==> src/rtl/tug_round_scorer.sv <==
// Tug-of-war match controller: round-win detection, per-side scores,
// score digits, round-restart strobe and match-end flag.
module tug_round_scorer #(
    parameter int SCORE_MAX   = 7,
    parameter int HOLD_CYCLES = 4,
    parameter int CNT_W       = 3
) (
    input  logic             clk,
    input  logic             reset,
    input  logic             led_l,
    input  logic             led_r,
    input  logic             key_l,
    input  logic             key_r,
    output logic             round_res,
    output logic [CNT_W-1:0] score_l,
    output logic [CNT_W-1:0] score_r,
    output logic [6:0]       hex_l,
    output logic [6:0]       hex_r,
    output logic             match_over,
    output logic             winner_l
);

    localparam logic [1:0] PLAY    = 2'd0;
    localparam logic [1:0] HOLD    = 2'd1;
    localparam logic [1:0] RESTART = 2'd2;
    localparam logic [1:0] DONE    = 2'd3;

    localparam int HC_W = (HOLD_CYCLES > 1) ? $clog2(HOLD_CYCLES) : 1;

    localparam logic [HC_W-1:0]  HOLD_LOAD = HC_W'(HOLD_CYCLES - 1);
    localparam logic [CNT_W-1:0] SMAX      = CNT_W'(SCORE_MAX);

    logic [1:0]       state;
    logic [1:0]       state_n;
    logic [HC_W-1:0]  hold_cnt;
    logic [HC_W-1:0]  hold_n;
    logic [CNT_W-1:0] score_l_n;
    logic [CNT_W-1:0] score_r_n;
    logic             winner_n;
    logic             win_l;
    logic             win_r;

    // A round is won by pressing while your own edge light is lit
    assign win_l = led_l & key_l;
    assign win_r = led_r & key_r;

    // Active-low 7-segment digit, gfedcba; out-of-range values blank
    function automatic logic [6:0] seg7(input logic [CNT_W-1:0] v);
        logic [6:0] s;
        s = 7'b1111111;
        if (v <= CNT_W'(7)) begin
            unique case (3'(v))
                3'd0: s = 7'b1000000;
                3'd1: s = 7'b1111001;
                3'd2: s = 7'b0100100;
                3'd3: s = 7'b0110000;
                3'd4: s = 7'b0011001;
                3'd5: s = 7'b0010010;
                3'd6: s = 7'b0000010;
                3'd7: s = 7'b1111000;
                default: s = 7'b1111111;
            endcase
        end
        return s;
    endfunction

    // Next-state and score update; inputs only matter while in PLAY
    always_comb begin
        state_n   = state;
        hold_n    = hold_cnt;
        score_l_n = score_l;
        score_r_n = score_r;
        winner_n  = winner_l;
        unique case (state)
            PLAY: begin
                if (win_l && !win_r) begin
                    score_l_n = score_l + 1'b1;
                    if (score_l_n == SMAX) begin
                        state_n  = DONE;
                        winner_n = 1'b1;
                    end else begin
                        state_n = HOLD;
                        hold_n  = HOLD_LOAD;
                    end
                end else if (win_r && !win_l) begin
                    score_r_n = score_r + 1'b1;
                    if (score_r_n == SMAX) begin
                        state_n  = DONE;
                        winner_n = 1'b0;
                    end else begin
                        state_n = HOLD;
                        hold_n  = HOLD_LOAD;
                    end
                end else if (win_l && win_r) begin
                    // Simultaneous win is a tie: replay the round
                    state_n = HOLD;
                    hold_n  = HOLD_LOAD;
                end
            end
            HOLD: begin
                if (hold_cnt == '0) begin
                    state_n = RESTART;
                end else begin
                    hold_n = hold_cnt - 1'b1;
                end
            end
            RESTART: begin
                state_n = PLAY;
            end
            DONE: begin
                state_n = DONE;
            end
            default: begin
                state_n = PLAY;
            end
        endcase
    end

    // State, counters and registered outputs; reset holds the playfield in reset
    always_ff @(posedge clk or negedge reset) begin
        if (!reset) begin
            state      <= PLAY;
            hold_cnt   <= '0;
            score_l    <= '0;
            score_r    <= '0;
            winner_l   <= 1'b0;
            match_over <= 1'b0;
            round_res  <= 1'b1;
        end else begin
            state      <= state_n;
            hold_cnt   <= hold_n;
            score_l    <= score_l_n;
            score_r    <= score_r_n;
            winner_l   <= winner_n;
            match_over <= (state_n == DONE);
            round_res  <= (state_n == RESTART) || (state_n == DONE);
        end
    end

    // Score digits decoded from the registered scores
    always_comb begin
        hex_l = seg7(score_l);
        hex_r = seg7(score_r);
    end

endmodule

==> config.mk <==
export PLATFORM = sky130hd
export DESIGN_NAME = tug_round_scorer
export DESIGN_NICKNAME = d
export VERILOG_FILES = /design/src/rtl/tug_round_scorer.sv
export SDC_FILE = /design/constraint.sdc
export NUM_CORES = 1
export LEC_CHECK = 0
export ABC_AREA = 1
export BUFFER_PORTS_ARGS = -buffer_cell sky130_fd_sc_hd__buf_4
export CORE_UTILIZATION = 51
export DETAILED_ROUTE_END_ITERATION = 16
export GPL_TIMING_DRIVEN = 0
export HOLD_SLACK_MARGIN = 0.12
export PLACE_DENSITY_LB_ADDON = 0.08
export RECOVER_POWER = 50
export SETUP_SLACK_MARGIN = 0.3
export SLEW_MARGIN = 40
export SYNTH_ARGS = -nofsm -noshare
export SYNTH_HDL_FRONTEND = slang
export SYNTH_SLANG_ARGS = --single-unit
==> constraint.sdc <==
create_clock -name clk -period 2.1 [get_ports clk]
set_clock_uncertainty 0.2 [all_clocks]
set_input_delay 0.315 -clock clk [delete_from_list [all_inputs] [get_ports clk]]
set_output_delay 0.315 -clock clk [all_outputs]
set_load 0.01 [all_outputs]
==> impl_metrics.yaml <==
clock_network:
  cts_sinks: 13
  cts_root_buf: "clkbuf_4"
  numCtsBuffers: 3
  htree_num_levels: 1
  path_clk_slew_ns: 0.08
  clockBufferDepth: 2
  insertion_delay_ns: 0.27
  cts_tree: "built"
grt:
  antenna_found_initial: 0
  met3_usage: 0.0113
  grt_pass1_vias: 968
  track_usage: 0.226
  grt_use_met1: 0.239
  grtUsageMet2: 0.478
  grt_pass1_wl_mm: 3.73
  grt_max_degree: 14
  grt.busiest_layer: "met2"
  grt_overflow: 0
worst_setup_path:
  crit_slowest_cell: "dfrtp_1"
  reg2reg_slack_ns: 0.22
  rr_worst_depth: 11
  timing.rr.end: "hold_cnt[1]"
  crit_arrival_ns: 1.57
  cp_num_buf_inv: 1
  crit_required_ns: 1.58
  cp-end-kind: "output pin"
  r2r_start: "score_r[0]"
  crit_fanout: 7
  critPathMaxStageDelay_ns: 0.43
  path_delay_family: "flip-flops"
  endpoint: "hex_l[3]"
  crit_path_frequent_cell: "ha_4"
  critPathLaunch: "score_l[0]"
  startpoint_type: "flop"
  cp_num_cells: 6
  crit_chain: "ha_4 -> ha_4 -> nor2_4 -> nand3_4 -> o211ai_1 -> buf_4"
  worstSetupPathType: "reg2out"
synth:
  ys_ff_latch: 13
  synth_warnings: 0
  ys_seq_area_frac: 0.306
  synth_cell_types: 20
  synth_area_um2: 1070
  synth_nets: 162
  postSynthCellCount: 137
  synth_area_per_cell_um2: 7.79
status:
  status: "completed"
pwr:
  p_total_w: 0.00276
  peakVddDrop_v: 0.00101
  powerDensity_nw_per_um2: 1770
  p_leak_nw: 0.812
routing:
  first_pass_iters: 4
  routedWlPerCell_um: 13.0
  ant_nets: 0
  drt-initial-drc-count: 16
  drt_wl_total_mm: 2.75
  drc_errors: 0
  vias: 1078
  vias_per_cell: 5.11
placement:
  place_hpwl_mm: 1.68
  gp_congestion: 0.838
  placed_cells: 192
  portBuffers: 28
layout:
  drive_above_1_share: 0.380
  nets: 210
  diodes: 0
  instances_no_fill: 211
  syn2layout_area_growth_pct: 46.2
  final_common_cell: "nand2_1"
  final_cell_mix: "nand2_1 (37), buf_4 (34), inv_1 (14)"
  n_fill_cell: 139
sta:
  fin_setup_tns_ns: 0
  hold_ws_ns: 0.309
  worstMarginPinSlew_ns: 0.734
  fin_crit_sh: 0.995
  setup_viol: 0
  fmax_mhz: 479
  slew_headroom: 0.511
  fin_crit_ns: 2.09
  rsz0062_at_grt: "true"
  hold_viol_final: 0
  slew_viol_final: 0
flow_run:
  drv_cap: 0
floorplan:
  fp-row-count: 16
  die_w_um: 47.7
  io_pins: 29
  core_area_um2: 1960
  die-area_um2: 2280
  start_util: 0.544
  die_y_um: 47.7
hold_path:
  hold_depth: 2
  hp-class: "reg2reg"
area by class of cell:
| class | instances | area (um^2) | area share |
|---|---|---|---|
| timing repair buffer | 43 | 318 | 0.204 |
| sequential | 13 | 329 | 0.211 |
| buffer | 2 | 12.5 | 0.00802 |
| inverter | 22 | 86.3 | 0.0553 |
| multi-input combinational | 100 | 754 | 0.484 |
| tap | 27 | 33.8 | 0.0217 |
| clock buffer | 4 | 26.3 | 0.0168 |
timing repair:
item / in CTS / in global routing
pin swaps: 8 / 7
buffers inserted: 8 / 6
setup endpoints to repair: 16 / 19
hold buffers: 1 / 0
gates resized for setup: 28 / 9
hold endpoints to repair: 13 / 0
metrics by stage:
step	setup slack [ns]	cell area, um^2	utilization
global route	-0.0388	1560	0.795
finish	0.0111	1560	0.795
CTS	0.0538	1520	0.775
detailed placement	0.131	1310	0.668
global placement	0.159	1310	0.668
floorplan	0.301	1070	-
cells by family (layout without fill, tap and decap cells):
logic type | Yosys count | count (layout) | share of synthesized area
adders and majority gates | 19 | 19 | 0.223
AOI/OAI and AO/OA | 22 | 22 | 0.136
DFF | 13 | 13 | 0.306
xor gates and xnor gates | 2 | 2 | 0.0164
and+or+nand+nor | 57 | 57 | 0.232
buffers and inverters | 24 | 71 | 0.0867
layer usage:
layer	routed length, um	vias up	share of wire
met5	0	-	0
met4	6	0	0.0022
met3	73	2	0.027
met2	1520	29	0.55
met1	1150	510	0.42
li1	-	537	-
worst register-to-register path, cell delays in order (launching register included):
cell,delay (ns)
dfrtp_1,0.41
buf_6,0.13
clkinvlp_4,0.14
buf_4,0.17
buf_6,0.11
ha_1,0.18
nand2_1,0.08
inv_1,0.06
nand3_2,0.09
nand3_2,0.09
nand2_1,0.07
nand2_1,0.05
report_power, final:
part / internal, W / switching, W
combinational: 0.00101 / 0.00111
sequential: 0.000374 / 0.000109
clock: 0.0000735 / 0.0000777
total: 0.00146 / 0.00129
flip-flops by register name (all words and copies together), names as in the netlist:
name	count
winner_l	1
round_res	1
score_l	3
match_over	1
hold_cnt	2
state	2
score_r	3
worst min-delay path by stage:
stage / start / endpoint
5_1_grt: hold_cnt[1] / hold_cnt[1]
2_1_floorplan: reset / hold_cnt[0]
4_1_cts: reset / score_l[2]
3_5_place_dp: reset / score_r[1]
6_report: hold_cnt[1] / hold_cnt[1]
3_3_place_gp: reset / score_r[0]
cell usage after synthesis:
library cell | number | area (um^2)
dfstp_2 | 1 | 26.3
nand3_2 | 2 | 20.0
nand4_1 | 2 | 12.5
nor2_1 | 9 | 33.8
nor2_4 | 1 | 11.3
o21ai_0 | 10 | 50.1
a21oi_2 | 1 | 8.76
inv_1 | 20 | 75.1
ha_1 | 19 | 238
nand3_1 | 5 | 25.0
nand2_2 | 1 | 6.26
buf_2 | 1 | 5.00
a21oi_1 | 2 | 10.0
dfrtp_1 | 12 | 300
nand2_1 | 37 | 139
o211ai_1 | 8 | 60.1
clkbuf_2 | 1 | 5.00
xor2_1 | 2 | 17.5
a21oi_4 | 1 | 16.3
inv_2 | 2 | 7.51
Power figures use the tool's default switching activity.
